### config.mk
export PLATFORM = sky130hd
export DESIGN_NAME = dino_obstacle_collide
export DESIGN_NICKNAME = d
export VERILOG_FILES = /design/src/rtl/dino_obstacle_collide.sv
export SDC_FILE = /design/constraint.sdc
export NUM_CORES = 1
export LEC_CHECK = 0
export CAP_MARGIN = 20
export CORE_MARGIN = 2
export CORE_UTILIZATION = 30
export DETAILED_ROUTE_END_ITERATION = 8
export DONT_BUFFER_PORTS = 1
export HOLD_SLACK_MARGIN = 0.12
export PLACE_DENSITY = 0.5
export RECOVER_POWER = 50
export SETUP_SLACK_MARGIN = 0.2
export SLEW_MARGIN = 20
export SYNTH_ARGS = -nofsm -noshare
export SYNTH_HDL_FRONTEND = slang
export SYNTH_SLANG_ARGS = --single-unit
### constraint.sdc
create_clock -name clk -period 4.92 [get_ports clk]
set_input_delay 0.984 -clock clk [delete_from_list [all_inputs] [get_ports clk]]
set_output_delay 0.984 -clock clk [all_outputs]
set_load 0.03 [all_outputs]
### src/rtl/dino_obstacle_collide.sv
// Scrolls one cactus obstacle right-to-left, detects dino overlap, runs the
// IDLE/RUN/OVER game state machine and keeps a saturating 4-digit BCD score.
module dino_obstacle_collide #(
  parameter int unsigned TICK_DIV  = 400000,
  parameter logic [7:0]  X_START   = 8'd240,
  parameter logic [7:0]  SPEED     = 8'd2,
  parameter logic [7:0]  DINO_X_LO = 8'd20,
  parameter logic [7:0]  DINO_X_HI = 8'd35,
  parameter logic [7:0]  OBST_W    = 8'd10,
  parameter logic [7:0]  OBST_H    = 8'd20,
  parameter logic [7:0]  FLOOR_Y   = 8'd101
) (
  input  logic        clk,
  input  logic        nRst,
  input  logic        start,
  input  logic [7:0]  dinoY,
  input  logic        dinoJumpGood,
  output logic [7:0]  obstX,
  output logic        running,
  output logic        gameOver,
  output logic        collide,
  output logic [15:0] score
);

  localparam int unsigned CntW = (TICK_DIV > 1) ? $clog2(TICK_DIV) : 1;
  localparam logic [CntW-1:0] CntLast = CntW'(TICK_DIV - 1);

  localparam logic [1:0] StIdle = 2'd0;
  localparam logic [1:0] StRun  = 2'd1;
  localparam logic [1:0] StOver = 2'd2;

  logic [1:0]      state_q, state_d;
  logic [7:0]      obst_q, obst_d;
  logic [15:0]     score_q, score_d;
  logic [CntW-1:0] cnt_q, cnt_d;
  logic            collide_q, collide_d;
  logic            start_q;

  logic       start_rise, go, tick, hit;
  logic [8:0] obst_right;

  // BCD increment that sticks at 9999 instead of wrapping.
  function automatic logic [15:0] bcd_inc(input logic [15:0] v);
    logic [15:0] r;
    logic        carry;
    r     = v;
    carry = 1'b1;
    if (v != 16'h9999) begin
      for (int i = 0; i < 4; i++) begin
        if (carry) begin
          if (v[4*i +: 4] == 4'd9) begin
            r[4*i +: 4] = 4'd0;
          end else begin
            r[4*i +: 4] = v[4*i +: 4] + 4'd1;
            carry       = 1'b0;
          end
        end
      end
    end
    return r;
  endfunction

  assign start_rise = start & ~start_q;
  assign go         = start_rise | dinoJumpGood;
  assign tick       = (state_q == StRun) && (cnt_q == CntLast);

  // 9-bit compares so obstX + OBST_W cannot wrap near the right edge.
  assign obst_right = {1'b0, obst_q} + {1'b0, OBST_W};
  assign hit = ({1'b0, obst_q} <= {1'b0, DINO_X_HI}) &&
               (obst_right > {1'b0, DINO_X_LO}) &&
               ({1'b0, dinoY} < ({1'b0, FLOOR_Y} + {1'b0, OBST_H}));

  always_comb begin
    state_d   = state_q;
    obst_d    = obst_q;
    score_d   = score_q;
    cnt_d     = '0;
    collide_d = 1'b0;
    case (state_q)
      StIdle: begin
        obst_d  = X_START;
        score_d = 16'h0000;
        if (go) state_d = StRun;
      end
      StRun: begin
        if (hit) begin
          state_d   = StOver;
          collide_d = 1'b1;
        end else if (tick) begin
          if (obst_q >= SPEED) begin
            obst_d = obst_q - SPEED;
          end else begin
            obst_d  = X_START;
            score_d = bcd_inc(score_q);
          end
        end else begin
          cnt_d = cnt_q + CntW'(1);
        end
      end
      StOver: begin
        if (start_rise) begin
          state_d = StRun;
          obst_d  = X_START;
          score_d = 16'h0000;
        end
      end
      default: begin
        state_d = StIdle;
        obst_d  = X_START;
        score_d = 16'h0000;
      end
    endcase
  end

  always_ff @(posedge clk or negedge nRst) begin
    if (!nRst) begin
      state_q   <= StIdle;
      obst_q    <= X_START;
      score_q   <= 16'h0000;
      cnt_q     <= '0;
      collide_q <= 1'b0;
      start_q   <= 1'b0;
    end else begin
      state_q   <= state_d;
      obst_q    <= obst_d;
      score_q   <= score_d;
      cnt_q     <= cnt_d;
      collide_q <= collide_d;
      start_q   <= start;
    end
  end

  assign obstX    = obst_q;
  assign running  = (state_q == StRun);
  assign gameOver = (state_q == StOver);
  assign collide  = collide_q;
  assign score    = score_q;

endmodule

== Yosys cells after proc, flatten, opt, wreduce, memory -nomap -nowiden ==
Cells that the tools add are included.
Widths: inputs -> output; s select.

* Bits of input ports: 12
* Register bits: 47

* Equal/unequal tests: 18
* Bitwise operators: 3
* $lt $le $gt $ge: 4
* $add $sub $neg: 7
* Reduce and logical (&&, ||, !) cells: 10
* Mux-type cells: 47

{| class="wikitable"
|+ Operators with widths
! cell !! count
|-
| $mux 16 || 5
|-
| $mux 19 || 3
|-
| $mux 8 || 4
|-
| $pmux 16 s2 || 1
|-
| $mux 4 || 7
|-
| $mux 1 || 22
|-
| $add 19x1->19 const B || 1
|-
| $eq 19x19->1 const B || 1
|-
| $reduce_and 6->1 || 3
|-
| $add 4x1->4 const B || 4
|-
| $eq 4x4->1 const B || 4
|-
| $ne 16x16->1 const B || 1
|-
| $pmux 8 s2 || 1
|-
| $ne 2x1->1 const B || 7
|-
| $add 8x4->9 const B || 1
|-
| $gt 9x5->1 const B || 1
|-
| $ge 8x2->1 const B || 1
|-
| $le 8x6->1 const B || 1
|-
| $lt 8x7->1 const B || 1
|-
| $sub 8x2->8 const B || 1
|-
| $mux 2 || 3
|-
| $ne 2x2->1 const B || 3
|-
| $pmux 2 s3 || 1
|-
| $reduce_and 3->1 || 2
|-
| other kinds (8) || 10
|}

== Depth between registers and ports, before layout ==
* Word-level depth: 25
* Depth in mapped cells: 8

== Worst setup path before layout ==
No wires, ideal clock.

* Kind: flip-flop to flip-flop
* Start: reg obst_q[2], in the netlist obstX[2]
* End: reg score_q[10], in the netlist score[10]
* Path buffers: 0
* Data arrival time: 2,645 ps
* Slack: 2,198 ps
* Stages on the path, launching flop included: 9
* Cell sequence: dfrtp_1 inv_1 ha_1 or4_4 a211o_1 nor3_2 nor2_1 or4b_4 o21ai_1

* Word-level cells in the longest chain between the ends: 6
* Elaborated cells on any way between the ends: 9
* Classes of those cells: 1 x add/sub; 3 x order compare; 2 x eq/ne; 3 x reduce/logical

{| class="wikitable"
|+ RTL lines
! item !! line !! source
|-
| start: declaration || 33 || <nowiki>logic [7:0] obst_q, obst_d;</nowiki>
|-
| start signal: assignment || 125 || <nowiki>obst_q <= obst_d;</nowiki>
|-
| $add 8x4->9 || 68 || <nowiki>assign obst_right = {1'b0, obst_q} + {1'b0, OBST_W};</nowiki>
|-
| $gt 9x5->1 || 70 || <nowiki>(obst_right > {1'b0, DINO_X_LO}) &&</nowiki>
|-
| $logic_and 1x1->1 || 69 || <nowiki>assign hit = ({1'b0, obst_q} <= {1'b0, DINO_X_HI}) &&</nowiki>
|-
| $logic_and 1x1->1 || 70 ||
|-
| $ne 2x2->1 (no line) || - ||
|-
| $reduce_and 6->1 (no line) (*) || - ||
|-
| end signal: assignment || 126 || <nowiki>score_q <= score_d;</nowiki>
|-
| end: declaration || 34 || <nowiki>logic [15:0] score_q, score_d;</nowiki>
|}

Mark *: on every way between the ends. The rest lies on a longest branch, timed or not.
A chain may end at the register's enable or synchronous reset.

== Worst setup path after layout ==
* Start: reg obst_q[1], in the netlist obstX[1]
* End: reg cnt_q[9]

* Word-level cells in the longest chain between the ends: 6
* Elaborated cells on any way between the ends: 7
* Classes of those cells: 1 x add/sub; 2 x order compare; 2 x mux; 2 x reduce/logical

{| class="wikitable"
|+ RTL lines
! item !! line !! source
|-
| $add 8x4->9 || 68 ||
|-
| $gt 9x5->1 || 70 ||
|-
| $logic_and 1x1->1 (*) || 69 ||
|-
| $logic_and 1x1->1 (*) || 70 ||
|-
| $mux 19 (*) || 86 || <nowiki>if (hit) begin</nowiki>
|-
| $mux 19 (*) || 79 || <nowiki>case (state_q)</nowiki>
|-
| named net cnt_d[9] || 35 || <nowiki>logic [CntW-1:0] cnt_q, cnt_d;</nowiki>
|-
| end signal: assignment || 127 || <nowiki>cnt_q <= cnt_d;</nowiki>
|-
| end: declaration || 35 ||
|}

Mark *: on every way through the listed nets, which the timed path passes. The rest lies on a longest branch.

==> reports/results.ini <==
[cts]
tritoncts=done
path_clk_slew_ns=0.09
cts_buffers=5
clock-sinks=46
holdBufCountCts=0
ctsResizeCount=0
cts.path.max_buffers=2
post_cts_buffers=0
cts.htree.levels=2
clk_latency_ns=0.30
cts-root-buf=clkbuf_8

[synth]
yosys-top-cells-area=dfrtp_1 40%, ha_1 5.8%, nor2_1 5.2%
synth_top_cell_by_area=dfrtp_1
ys_ff_latch=46
synth_edf_count=0
syn_avg_cell_area_um2=9.39
yosys_warnings=0
ys_types=50
synthArstFlopShare=1.00
syn-num-nets=301
synth_ff_type=dfrtp_1
syn_area_mm2=0.00260
yosys-top-cells-count=42 x dfrtp_1, 36 x nor2_1, 23 x nand2_1, 20 x nand3_1, 14 x o21ai_0
netlist_instances=277
synth_top_area_frac=0.404
synth.most_common_cell=dfrtp_1
ys_seq_area_frac=0.445

[sta]
skew_ns=0.00864
finalSetupViolations=0
tns_ns=0
finalCriticalPeriod_ns=3.03
hold_viol=0
drv_slew=0
fmax_ghz=0.330
max_slew_margin=0.388
rsz0062_at_grt=no
worst_pin_slew_ns=0.906
period_share=0.617

[placed_design]
dpl.hpwl_um=4110
place.port_buffers=0
gp_congestion=0.923

[floorplan]
fp.dieArea_mm2=0.00943
rows=33
die_h_um=97.1
floorplan.core_area_mm2=0.00830
start_util=0.313
io_pins=39
chipWidth_um=97.1

[global_route]
grt_usage=0.127
first_global_vias=1977
grt_max_degree=47
overflow=0
antenna_found_initial=0
grt_pass1_wl_um=9890

[detailed_routing]
wl_per_cell_um=15.1
ant_nets=0
route.detailed.drc=0
routed_via_density=5.20
drt_iter0_drc=104
num_vias=2003
drt-pass1-iter-count=4
wirelength_um=5820

[setup_path]
crit_chain=inv_1, ha_1, nor3_1, o41ai_1, nand2_1, nand3_1, nor2_1
r2r_cells=7
crit_start=obstX[1]
slowest_delay_ns=0.84
startpoint_type=flop
end_kind=flop
worstPathArrival_ns=3.19
cp_max_fo=16
worst_ep_required_time_ns=5.08
slowest_stage=o41ai_1
path_class=flop to flop
r2r-start=obstX[1]

[final_layout]
syn_to_final_growth_pct=7.41
final.fill_count=833
post-route-util=0.336
nNetsFinal=303
drive_gt1_frac=0.0714
diodes=0

[power_and_ir_drop]
ir_drop_mv=0.111
powerDensity_mw_per_mm2=281
power.leakage_uw=0.00119

[run]
maxCapViolations=0

[outcome]
status=completed

[worst_hold_path]
min-delay-path-class=input port to async pin

## kinds of logic (layout without fill, tap and decap cells)
logic type,count (synthesis),after routing,synth area share
compound gates,46,46,0.115
xor+xnor,17,17,0.0573
fa+ha+maj,12,12,0.0577
buf+inv,14,17,0.0245
flops,46,46,0.445
mux,2,2,0.00770
other cells,1,1,0.00144
simple gates,139,139,0.292
## path summary, 6_finish.rpt
kind | to | slack [ns]
max | cnt_q[9] | 1.89
min | score[10] | 0.37
max reg2reg | cnt_q[9] | 1.89
min reg2reg | state_q[0] | 0.47
max in group asynchronous | obstX[6] | 4.36
min in group clk | state_q[0] | 0.47
## worst max-delay path: cells and delay by family (launching register included)
| kind | cells | cell delay, ns |
|---|---|---|
| AO/OA/AOI/OAI | 1 | 0.84 |
| flip-flops | 1 | 0.62 |
| buffers and inverters | 1 | 0.15 |
| AND/OR/NAND/NOR | 4 | 0.94 |
| adder cells (fa/ha/maj) | 1 | 0.33 |
## per-stage QoR
step           total power (uW)  setup WS, ns  hold slack [ns]  instances  instance area [um2]
6_report                    785          1.89            0.370        385                 2790
5_1_grt                     835          1.56            0.347        385                 2790
4_1_cts                     799          1.86            0.358        385                 2790
3_5_place_dp                552          1.86            0.460        377                 2700
3_3_place_gp                548          1.92            0.451        377                 2700
2_1_floorplan               532          2.20            0.429        277                 2600
## placed cells by master (no fill, tap or decap), types with 3 or more instances in the layout
master and instances:
ha_1 12, dfstp_2 4, nand3b_1 4, nand2b_1 4, o41ai_1 3, nand3_1 20, nor2b_1 3, nand4_1 12
dfrtp_1 42, nor2_1 36, o31ai_1 6, a21oi_1 6, nand2_1 23, a211oi_1 3, o21ai_0 14, nor4_1 4
inv_1 9, and2_1 3, nor3_1 5, clkbuf_8 6, xnor2_1 4, and4_1 5, and3_1 6, xor2_1 13
## report_power, final
group | internal (uW) | total, uW | switching (uW)
clock | 114 | 241 | 127
sequential | 413 | 463 | 50.1
combinational | 40.2 | 80.7 | 40.5
total | 567 | 785 | 218
## registers in the layout, indices dropped and copies added, names as in the netlist
signal	count
obstX	7
score	16
state_q	2
collide	1
start_q	1
cnt_q	19
## final cells by class
class	instances	area (um2)	area share
inverters	9	33.8	0.0121
flip-flops and latches	46	1160	0.414
multi-input cells	217	1380	0.494
clock inverters	1	5.00	0.00179
clock buffers	7	86.3	0.0309
well taps	105	131	0.0470
## metal layers
metal,global-route usage,share of wire
met5,0,0
met4,0.0358,0.010
met3,0.0388,0.049
met1,0.173,0.49
met2,0.196,0.45
No activity file was read; power rests on OpenSTA's default activity.
